--- src/rtl/id_operand_hold.sv ---
// rtl/id_operand_hold.sv - ID operand assembly with stall-time freeze and patching (optional counters: OPERAND_HOLD_STATS_EN)
module id_operand_hold #(
    parameter int ID_STALL_BIT = 2,
    parameter int DW           = 32
) (
    input  logic          clk,
    input  logic          rst,
    input  logic          flush,
    input  logic [5:0]    stall,
    input  logic [4:0]    rs_raddr,
    input  logic [4:0]    rt_raddr,
    input  logic [DW-1:0] rs_rf_rdata,
    input  logic [DW-1:0] rt_rf_rdata,
    input  logic          sel_rs_fwd,
    input  logic          sel_rt_fwd,
    input  logic [DW-1:0] rs_fwd_data,
    input  logic [DW-1:0] rt_fwd_data,
    input  logic          wb_we,
    input  logic [4:0]    wb_waddr,
    input  logic [DW-1:0] wb_wdata,
    output logic [DW-1:0] rs_value,
    output logic [DW-1:0] rt_value,
    output logic          holding
`ifdef OPERAND_HOLD_STATS_EN
    ,
    output logic [31:0]   stall_cycles,
    output logic [31:0]   hold_events
`endif
);

    typedef enum logic {
        PASS = 1'b0,
        HOLD = 1'b1
    } state_t;

    state_t        state_q;
    logic [DW-1:0] rs_hold_q, rt_hold_q;
    logic [DW-1:0] rs_hold_d, rt_hold_d;
    logic [4:0]    rs_addr_q, rt_addr_q;

    logic          id_stall;
    logic [DW-1:0] rs_src, rt_src;
    logic          rs_hold_fwd, rt_hold_fwd;
    logic          rs_hold_wb, rt_hold_wb;

    // Only the ID bit of the shared stall bus matters here.
    logic unused_stall;
    assign unused_stall = ^stall;
    assign id_stall     = stall[ID_STALL_BIT];

    // Live operand: forward beats regfile, and register zero always reads zero.
    assign rs_src = (rs_raddr == 5'd0) ? '0 : (sel_rs_fwd ? rs_fwd_data : rs_rf_rdata);
    assign rt_src = (rt_raddr == 5'd0) ? '0 : (sel_rt_fwd ? rt_fwd_data : rt_rf_rdata);

    // While frozen, a forward or writeback aimed at the held register patches it.
    assign rs_hold_fwd = sel_rs_fwd && (rs_addr_q != 5'd0);
    assign rt_hold_fwd = sel_rt_fwd && (rt_addr_q != 5'd0);
    assign rs_hold_wb  = wb_we && (wb_waddr == rs_addr_q) && (rs_addr_q != 5'd0);
    assign rt_hold_wb  = wb_we && (wb_waddr == rt_addr_q) && (rt_addr_q != 5'd0);

    // Next hold value in HOLD: younger forward first, then writeback, else keep.
    always_comb begin
        rs_hold_d = rs_hold_q;
        rt_hold_d = rt_hold_q;
        if (rs_hold_fwd) begin
            rs_hold_d = rs_fwd_data;
        end else if (rs_hold_wb) begin
            rs_hold_d = wb_wdata;
        end
        if (rt_hold_fwd) begin
            rt_hold_d = rt_fwd_data;
        end else if (rt_hold_wb) begin
            rt_hold_d = wb_wdata;
        end
    end

    // In HOLD a same-cycle forward is shown directly so release-cycle load data is not missed.
    assign rs_value = (state_q == HOLD) ? (rs_hold_fwd ? rs_fwd_data : rs_hold_q) : rs_src;
    assign rt_value = (state_q == HOLD) ? (rt_hold_fwd ? rt_fwd_data : rt_hold_q) : rt_src;
    assign holding  = (state_q == HOLD);

    // PASS/HOLD sequencing: capture on stall entry, patch while held, flush discards.
    always_ff @(posedge clk) begin
        if (rst) begin
            state_q   <= PASS;
            rs_hold_q <= '0;
            rt_hold_q <= '0;
            rs_addr_q <= 5'd0;
            rt_addr_q <= 5'd0;
        end else if (flush) begin
            state_q   <= PASS;
            rs_hold_q <= '0;
            rt_hold_q <= '0;
            rs_addr_q <= 5'd0;
            rt_addr_q <= 5'd0;
        end else begin
            case (state_q)
                PASS: begin
                    if (id_stall) begin
                        state_q   <= HOLD;
                        rs_hold_q <= rs_src;
                        rt_hold_q <= rt_src;
                        rs_addr_q <= rs_raddr;
                        rt_addr_q <= rt_raddr;
                    end
                end
                HOLD: begin
                    rs_hold_q <= rs_hold_d;
                    rt_hold_q <= rt_hold_d;
                    if (!id_stall) begin
                        state_q <= PASS;
                    end
                end
                default: state_q <= PASS;
            endcase
        end
    end

`ifdef OPERAND_HOLD_STATS_EN
    logic [31:0] stall_cycles_q, hold_events_q;

    // Performance counters survive flush; only reset clears them.
    always_ff @(posedge clk) begin
        if (rst) begin
            stall_cycles_q <= 32'd0;
            hold_events_q  <= 32'd0;
        end else begin
            if (state_q == HOLD) begin
                stall_cycles_q <= stall_cycles_q + 32'd1;
            end
            if ((state_q == PASS) && id_stall && !flush) begin
                hold_events_q <= hold_events_q + 32'd1;
            end
        end
    end

    assign stall_cycles = stall_cycles_q;
    assign hold_events  = hold_events_q;
`endif

endmodule

--- config.mk ---
export PLATFORM = sky130hd
export DESIGN_NAME = id_operand_hold
export DESIGN_NICKNAME = d
export VERILOG_FILES = /design/src/rtl/id_operand_hold.sv
export SDC_FILE = /design/constraint.sdc
export NUM_CORES = 1
export LEC_CHECK = 0
export ABC_AREA = 1
export ABC_CLOCK_PERIOD_IN_PS = 1600
export BUFFER_PORTS_ARGS = -buffer_cell sky130_fd_sc_hd__buf_2
export CAP_MARGIN = 15
export CORE_MARGIN = 3
export CORE_UTILIZATION = 50
export CTS_CLUSTER_SIZE = 28
export DETAILED_ROUTE_END_ITERATION = 8
export PLACE_DENSITY = 0.81
export SYNTH_ARGS = -nofsm -noshare
export SYNTH_HDL_FRONTEND = slang
export SYNTH_SLANG_ARGS = --single-unit
--- constraint.sdc ---
create_clock -name clk -period 1.6 [get_ports clk]
set_input_delay 0.32 -clock clk [delete_from_list [all_inputs] [get_ports clk]]
set_output_delay 0.32 -clock clk [all_outputs]
set_load 0.03 [all_outputs]
==> metrics.md <==
| Metric | Value |
|---|---|
| DP Worst Slack | `-183.6 ps` |
| Routed vias | `10060` |
| Hold Vio Cnt, Final | `0` |
| Initial antenna violation count | `3` |
| Syn Std Cell Area | `0.006668 sq mm` |
| Total wire length | `30.55 mm` |
| F_max | `497.2 MHz` |
| Setup CP Type | `register to output pin` |
| Die Ht | `121.5 um` |
| Synth Area per Inst | `5.067 sq um` |
| Crit end category | `output pin` |
| H-Tree Depth | `3` |
| Status | `complete, but fails checks` |
| DP Wirelength | `16.14 mm` |
| Maximum vdd ir drop | `0.0004572 V` |
| Final #Nets | `1805` |
| Site Rows | `41` |
| Worst-margin pin slew | `755.6 ps` |
| Dpl cells | `1744` |
| 1st-iter DRT viols | `1148` |
| Fill count | `656` |
| Share of post-route cells with drive strength above 1 | `0.3629` |
| Unrepaired setup endpoints after global routing | `true` |
| Cell area after layout | `0.01136 sq mm` |
| CTS sink count | `75` |
| Synth area leader | `nand2_1` |
| Vias in the first global route | `8421` |
| Utilization after layout | `0.8860` |
| Global-route wire length before repair | `39.69 mm` |
| Synthesis-to-layout area growth | `70.41%` |
| Post-CTS Hold Fix Bufs | `0` |
| Clk Latency, worst-skew pair | `340 ps` |
| Worst-path clk slew | `60 ps` |
| Final clock skew | `6.220 ps` |
| Post-synth top area share | `0.2376` |
| Setup TNS Final | `-35550 ps` |
| Via density | `5.591` |
| Net Count, Synth | `1503` |
| Total CTS buffers | `9` |
| Worst path arrival time | `1690 ps` |
| Starting Density | `0.5199` |
| Final period util | `1.257` |
| Gr ovfl total | `0` |
| Drt pass-1 iters | `9` |
| Critical path fanouts, max | `16` |
| Sequential fraction of the synthesis area | `0.2252` |
| Post-route DRC | `0` |
| Die ar. | `0.01476 sq mm` |
| #FFs+latches synth | `75` |
| Crit start category | `register` |
| Placed cell areas | `0.009176 sq mm` |
| Netlist cell types | `21` |
| Final Critical Period | `2011 ps` |
| I/O Buffers | `246` |
| Routed len/inst | `16.98 um` |
| Worst path max stage delay | `360 ps` |
| Relative slew slack | `0.4963` |
| Clk Tree Root Cell | `clkbuf_16` |
| Max-slew violations | `0` |
| Largest net degree at the start of global routing | `65` |
| Failing checks | `negative setup slack` |
| Pwr dens | `698.7 mW/mm^2` |
| CTS Buffer Depth | `2` |
| Worst path cell trace | `inv_4 -> buf_4 -> nor2_1 -> nand2_1 -> o21a_1 -> o21ai_4 -> buf_6` |
| Leakage power | `6.411 nW` |
| Core area | `0.01282 sq mm` |
| Total Routing Usage GR | `0.3282` |
| Area contributors post-synth | `nand2_1 24%, dfxtp_1 23%, nor2_1 17%` |
| Slowest CP cell | `dfxtp_2` |
| Max_cap viols | `0` |
| CTS tree | `yes` |
| Cells after Synth | `1316` |
| Worst min path class | `input pin to register` |
| Post-DRT Antenna Nets | `0` |
| Gpl congestion | `0.9105` |
| I/O pin cnt | `252` |
| Setup violations, final | `128` |
| Final worst setup slack | `-411.2 ps` |
| DIE WIDTH | `121.5 um` |
| Yosys warns | `0` |
| Final Instance Count excl. Fillers | `1799` |
| Critical path required time | `1280 ps` |
## cells by family (layout without fill, tap and decap cells)
family                 count (synthesis)  after routing  synth area share
and+or+nand+nor                      830            830            0.4907
other                                  0              4                 0
AOI/OAI and AO/OA                    150            150            0.1272
DFF                                   75             75            0.2252
buffers and inverters                261            568            0.1569
## routing by layer
metal,up-vias,part of all wire,GRT usage
met2,837,0.46,0.5499
li1,4585,-,-
met3,216,0.12,0.04848
met5,-,0,0
met4,0,0.056,0.1352
met1,4421,0.37,0.4213
## synth_stat cells
| cell | instances |
|---|---|
| nand4_4 | 1 |
| inv_2 | 1 |
| a21oi_4 | 1 |
| buf_2 | 41 |
| nand3_1 | 97 |
| o21ai_2 | 1 |
| nor2_1 | 303 |
| clkbuf_1 | 30 |
| nor3_1 | 3 |
| nor2_2 | 1 |
| buf_1 | 5 |
| o21ai_0 | 74 |
| dfxtp_1 | 75 |
| a21boi_0 | 1 |
| a21oi_1 | 41 |
| o21a_1 | 32 |
| nand3_2 | 1 |
| nand2_1 | 422 |
| buf_4 | 4 |
| nand2_2 | 2 |
| inv_1 | 180 |
## layout by cell type, fill, tap and decap left out, drive strengths merged
cell type / n
nand2: 424
buf: 360
nor2: 304
inv: 180
nand3: 98
dfxtp: 75
o21ai: 75
a21oi: 42
o21a: 32
clkbuf: 20
diode: 4
bufinv: 3
bufbuf: 3
nor3: 3
clkinv: 2
nand4: 1
a21boi: 1
## path summary, 6_finish.rpt
kind                 start       endpoint  slack (ps)  cells after the start
min reg2reg  rs_hold_q[27]  rs_hold_q[27]         510                      2
max                holding   rt_value[10]        -410                      7
min                    rst        holding         210                      2
max reg2reg   rs_addr_q[1]  rs_hold_q[16]        -350                     12
## stage by stage
step	hold WS (ps)	power (mW)
floorplan	389.4	3.704
global placement	459.3	4.541
detailed placement	468.7	4.582
CTS	208.3	7.473
global route	219.0	8.208
finish	211.4	7.939
## critical path, delay by kind of cell, from the launching register on
kind | cells | cell delay [ps]
AO/OA/AOI/OAI | 2 | 250
AND/OR/NAND/NOR | 2 | 340
buffers and inverters | 3 | 400
flip-flops | 1 | 360
## final cells by class
type | count | area [sq um] | area share
Inverter | 181 | 696.9 | 0.06134
Antenna cell | 4 | 10.01 | 0.0008810
Clock inverter | 4 | 95.09 | 0.008369
Clock buffer | 12 | 266.5 | 0.02346
Tap cell | 172 | 215.2 | 0.01894
Timing Repair Buffer | 371 | 3228 | 0.2841
Multi-Input combinational cell | 980 | 5338 | 0.4698
Sequential cell | 75 | 1513 | 0.1331
## repair_timing
item	CTS	global route
endpoints found under the setup margin	97	129
setup buffers	13	5
pin swaps	8	35
gates cloned	8	12
resized for setup	169	163
## flip-flops by register name (all words and copies together), names as in the netlist
| signal | cells |
|---|---|
| holding | 1 |
| rs_addr_q | 5 |
| rs_hold_q | 32 |
| rt_addr_q | 5 |
| rt_hold_q | 32 |
## where the power goes
part           total [mW]  switching, mW  internal, mW
Combinational        3.38           1.91          1.46
Sequential           2.05         0.0800          1.97
Clock                2.51          0.862          1.65
No activity file was read; power rests on OpenSTA's default activity.
